--- src/rtl/oai_aoi_pipe.sv ---
// oai_aoi_pipe: registered, flow-controlled complex gate (OAI/AOI/OA/AO).
// Stage 1 holds the per-group reductions and stage 2 holds the combined
// result. A valid/ready handshake at full throughput links the two stages.
module oai_aoi_pipe #(
  parameter int WIDTH  = 8,
  parameter int GROUPS = 2,
  parameter int TERMS  = 2
) (
  input  logic                            clk,
  input  logic                            rst_n,
  input  logic                            in_valid,
  output logic                            in_ready,
  input  logic [1:0]                      in_mode,
  input  logic [GROUPS*TERMS*WIDTH-1:0]   in_data,
  output logic                            out_valid,
  input  logic                            out_ready,
  output logic [WIDTH-1:0]                out_data,
  output logic [1:0]                      out_mode,
  output logic                            busy
);

  typedef enum logic [1:0] {
    MODE_OAI = 2'd0,
    MODE_AOI = 2'd1,
    MODE_OA  = 2'd2,
    MODE_AO  = 2'd3
  } mode_e;

  mode_e                    in_m;
  mode_e                    s1_mode;
  logic                     s1_valid;
  logic [GROUPS*WIDTH-1:0]  s1_grp;
  logic [GROUPS*WIDTH-1:0]  grp_next;
  logic [WIDTH-1:0]         res_next;
  logic                     grp_and;
  logic                     comb_or;
  logic                     invert;
  logic                     s2_free;
  logic                     s1_adv;
  logic                     in_fire;

  assign in_m     = mode_e'(in_mode);
  assign s2_free  = ~out_valid | out_ready;
  assign s1_adv   = s1_valid & s2_free;
  assign in_ready = ~s1_valid | s1_adv;
  assign in_fire  = in_valid & in_ready;
  assign busy     = s1_valid | out_valid;

  // First level: per lane, reduce each group's terms (AND for AOI/AO, else OR)
  always_comb begin
    logic [TERMS-1:0] terms;
    grp_next = '0;
    terms    = '0;
    grp_and  = (in_m == MODE_AOI) || (in_m == MODE_AO);
    for (int unsigned g = 0; g < GROUPS; g++) begin
      for (int unsigned w = 0; w < WIDTH; w++) begin
        for (int unsigned t = 0; t < TERMS; t++) begin
          terms[t] = in_data[(g*TERMS + t)*WIDTH + w];
        end
        grp_next[g*WIDTH + w] = grp_and ? (&terms) : (|terms);
      end
    end
  end

  // Second level: combine group results per lane, then optionally invert
  always_comb begin
    logic [GROUPS-1:0] gv;
    logic              comb;
    res_next = '0;
    gv       = '0;
    comb     = 1'b0;
    comb_or  = (s1_mode == MODE_AOI) || (s1_mode == MODE_AO);
    invert   = (s1_mode == MODE_OAI) || (s1_mode == MODE_AOI);
    for (int unsigned w = 0; w < WIDTH; w++) begin
      for (int unsigned g = 0; g < GROUPS; g++) begin
        gv[g] = s1_grp[g*WIDTH + w];
      end
      comb        = comb_or ? (|gv) : (&gv);
      res_next[w] = invert ? ~comb : comb;
    end
  end

  // Stage 1 register: loads on input handshake, empties when it advances alone
  always_ff @(posedge clk or negedge rst_n) begin
    if (!rst_n) begin
      s1_valid <= 1'b0;
      s1_mode  <= MODE_OAI;
      s1_grp   <= '0;
    end else if (in_fire) begin
      s1_valid <= 1'b1;
      s1_mode  <= in_m;
      s1_grp   <= grp_next;
    end else if (s1_adv) begin
      s1_valid <= 1'b0;
    end
  end

  // Stage 2 register: loads when stage 1 advances, holds while stalled
  always_ff @(posedge clk or negedge rst_n) begin
    if (!rst_n) begin
      out_valid <= 1'b0;
      out_data  <= '0;
      out_mode  <= '0;
    end else if (s1_adv) begin
      out_valid <= 1'b1;
      out_data  <= res_next;
      out_mode  <= s1_mode;
    end else if (out_ready) begin
      out_valid <= 1'b0;
    end
  end

endmodule

--- config.mk ---
export PLATFORM = sky130hd
export DESIGN_NAME = oai_aoi_pipe
export DESIGN_NICKNAME = d
export VERILOG_FILES = /design/src/rtl/oai_aoi_pipe.sv
export SDC_FILE = /design/constraint.sdc
export NUM_CORES = 1
export LEC_CHECK = 0
export CORE_MARGIN = 2
export CORE_UTILIZATION = 40
export DETAILED_ROUTE_END_ITERATION = 7
export PLACE_DENSITY = 0.75
export SETUP_SLACK_MARGIN = 0.4
export SLEW_MARGIN = 10
export SYNTH_ARGS = -nofsm -noshare
export SYNTH_HDL_FRONTEND = slang
export SYNTH_SLANG_ARGS = --single-unit
--- constraint.sdc ---
create_clock -name clk -period 1.3 [get_ports clk]
set_input_delay 0.26 -clock clk [delete_from_list [all_inputs] [get_ports clk]]
set_output_delay 0.26 -clock clk [all_outputs]
set_load 0.01 [all_outputs]
==> flow_metrics.tcl <==
set metrics [dict create \
    avgSynthCellArea_um2 14.6 \
    viasPerCell 4.87 \
    drive_above_1_share_pct 55.1 \
    synthToLayoutAreaGrowth_pct 65.0 \
    fin_nets 213 \
    ff2ff_path_depth 5 \
    p_leak_nw 1.06 \
    power.internal_mw 2.41 \
    h-tree-depth 2 \
    postRouteAntennaNets 0 \
    diodes 0 \
    grt_max_degree 31 \
    power.switching_uw 945 \
    path_cells "buf_6 -> nand3b_4 -> buf_12 -> nand2_8 -> mux2_2" \
    period_minus_slack_ps 1370 \
    clkSlewWorstSetupHoldPaths_ps 60 \
    powerDensity_nw_per_um2 1370 \
    routedWlPerCell_um 16.2 \
    ctsHoldBuffers 0 \
    drv_slew 0 \
    first_global_vias 1177 \
    power_frac_comb_pct 36.9 \
    timing.fmax_mhz 732 \
    ys_types 14 \
    grt_setup_unrepaired "yes" \
    route.detailed.drc 0 \
    core_um2 3610 \
    synth_cells 102 \
    seqPwrFrac_pct 40.6 \
    finalCritPeriodShare_pct 105 \
    crit_path_max_fanout 5 \
    rows 22 \
    p_clk_share_pct 22.5 \
    hold_viol 0 \
    cts_tree "done" \
    grt_use_met3_pct 3.82 \
    die-area_um2 4220 \
    die_h_um 64.9 \
    ioPinCount 51 \
    use_met2_pct 36.6 \
    io_buffer_count 50 \
    clock_skew_ps 3.35 \
    synth_area_um2 1490 \
    status "complete, but fails checks" \
    hold_class "in2async" \
    finalWorstSetupSlack_ps -66.9 \
    first_pass_iters 3 \
    sw_frac_of_total_pct 28.2 \
    worstPathRequired_ps 1460 \
    max_cap_violations 0 \
    routabilityCongestion 0.686 \
    critPathMaxStageDelay_ps 410 \
    cpMaxStageDelayCell "dfrtp_1" \
    layout_commonest_cell "clkdlybuf4s50_1" \
    cts-root-buf "clkbuf_8" \
    yosys_warnings 0 \
    ys_seq_elements 30 \
    routed-via-count 1090 \
    clk_latency_ps 270 \
    yosysSeqAreaShare_pct 50.5 \
    peakVddDrop_uv 542 \
    grt_pass1_wl_mm 6.02 \
    drtIter0Drc 41 \
    overflow 0 \
    finalWirelength_mm 3.63 \
    grtUsageMet1_pct 20.8 \
    antenna_found_initial 0 \
    worstPathArrival_ps 1530 \
    grt-busiest-layer "met2" \
    worstSetupPathType "reg2reg" \
    critPathLaunchType "register" \
    track_usage_pct 19.5 \
    cp-end-kind "register" \
    start_util_pct 41.2 \
    worst_slew_pin_slew_ps 781 \
    cts.sinks 30 \
    final_cell_mix "clkdlybuf4s50_1 (34), dfrtp_1 (28), maj3_2 (18), mux2_4 (18)" \
    numCtsBuffers 5 \
    dp_hpwl_mm 2.15 \
    synthesis.nets 140 \
    hold_slack_ps 338 \
    finalSetupViolations 29 \
    clockBufferDepth 2 \
    die_w_um 64.9 \
    maxSlewHeadroom_pct 47.9 \
    power_mw 3.35 \
    violations "setup timing" \
]
==> cells by family after synthesis <==
group / count (synthesis) / share of synthesized area [%]
buffers and inverters: 5 / 2.86
AND/OR/NAND/NOR: 7 / 3.62
multiplexers: 28 / 21.2
adder cells (fa/ha/maj): 24 / 17.0
flip-flops: 30 / 50.5
XOR/XNOR: 8 / 4.72
==> sequential cells by signal, indices dropped and copies added, names as in the netlist <==
name	count
out_mode	2
out_valid	1
s1_grp	16
s1_mode	2
s1_valid	1
out_data	8
==> power groups by stage <==
stage | Sequential (mW) | Clock (mW) | Combinational [mW]
2_1_floorplan | 1.38 | 0 | 0.539
3_3_place_gp | 1.35 | 0 | 1.05
4_1_cts | 1.35 | 0.768 | 1.10
6_report | 1.36 | 0.753 | 1.24
5_1_grt | 1.39 | 0.815 | 1.33
3_5_place_dp | 1.37 | 0 | 1.07
==> worst max-delay path: cells and delay by family, from the launching register on <==
kind,cells,cell delay [ps]
muxes,1,350
and+or+nand+nor,2,200
DFF,1,410
buffers and inverters,2,300
==> through the flow <==
stage                     instances  setup TNS, ps  utilization [%]  setup WS, ps  cell area, µm²
after detailed placement        199         -10070             58.1          -415            2100
after global placement          199          -9160             58.1          -387            2100
final                           224          -1030             68.0         -66.9            2450
after CTS                       219           -457             65.9         -51.0            2380
after floorplan                 102              0                -          38.3            1540
after global routing            224          -1800             68.0          -104            2450
==> layer usage <==
layer | share of wire (%) | wire length (µm)
met4 | 2.5 | 89
met1 | 38 | 1400
met5 | 0 | 0
met2 | 54 | 1960
met3 | 5.2 | 188
==> path summary, 6_finish.rpt <==
| check | startpoint | endpoint | slack [ps] |
|---|---|---|---|
| worst min-delay path | rst_n | out_data[0] | 340 |
| max in group asynchronous | rst_n | s1_mode[0] | 790 |
| worst max register to register | s1_valid | s1_mode[0] | -70 |
| min in group clk | in_mode[0] | s1_mode[0] | 440 |
| worst max-delay path | s1_valid | s1_mode[0] | -70 |
| worst min register to register | out_data[5] | out_data[5] | 500 |
==> synthesized netlist by cell type <==
master,n,area (µm²)
dfrtp_1,30,751
mux2_2,27,304
maj3_1,14,140
maj3_2,10,113
xnor2_1,8,70.1
buf_6,3,33.8
nand2b_1,3,18.8
buf_2,1,5.00
inv_2,1,3.75
mux2_1,1,11.3
nand2_2,1,6.26
nand2_4,1,11.3
nand3b_2,1,11.3
or2_2,1,6.26
==> area by class of cell <==
class	instances	area, µm²
Fill cell	262	1150
Multi-Input combinational cell	71	906
Sequential cell	30	753
Timing Repair Buffer	65	627
Clock buffer	7	86.3
Tap cell	48	60.1
Timing Repair inverter	1	7.51
Inverter	1	6.26
Clock inverter	1	5.00
==> timing repair <==
action / 4_1_cts / 5_1_grt
endpoints found under the setup margin: 41 / 43
cloned: 5 / 0
buffers inserted: 7 / 5
gates resized for setup: 80 / 12
pin swaps: 3 / 0
No activity file was read; power rests on OpenSTA's default activity.
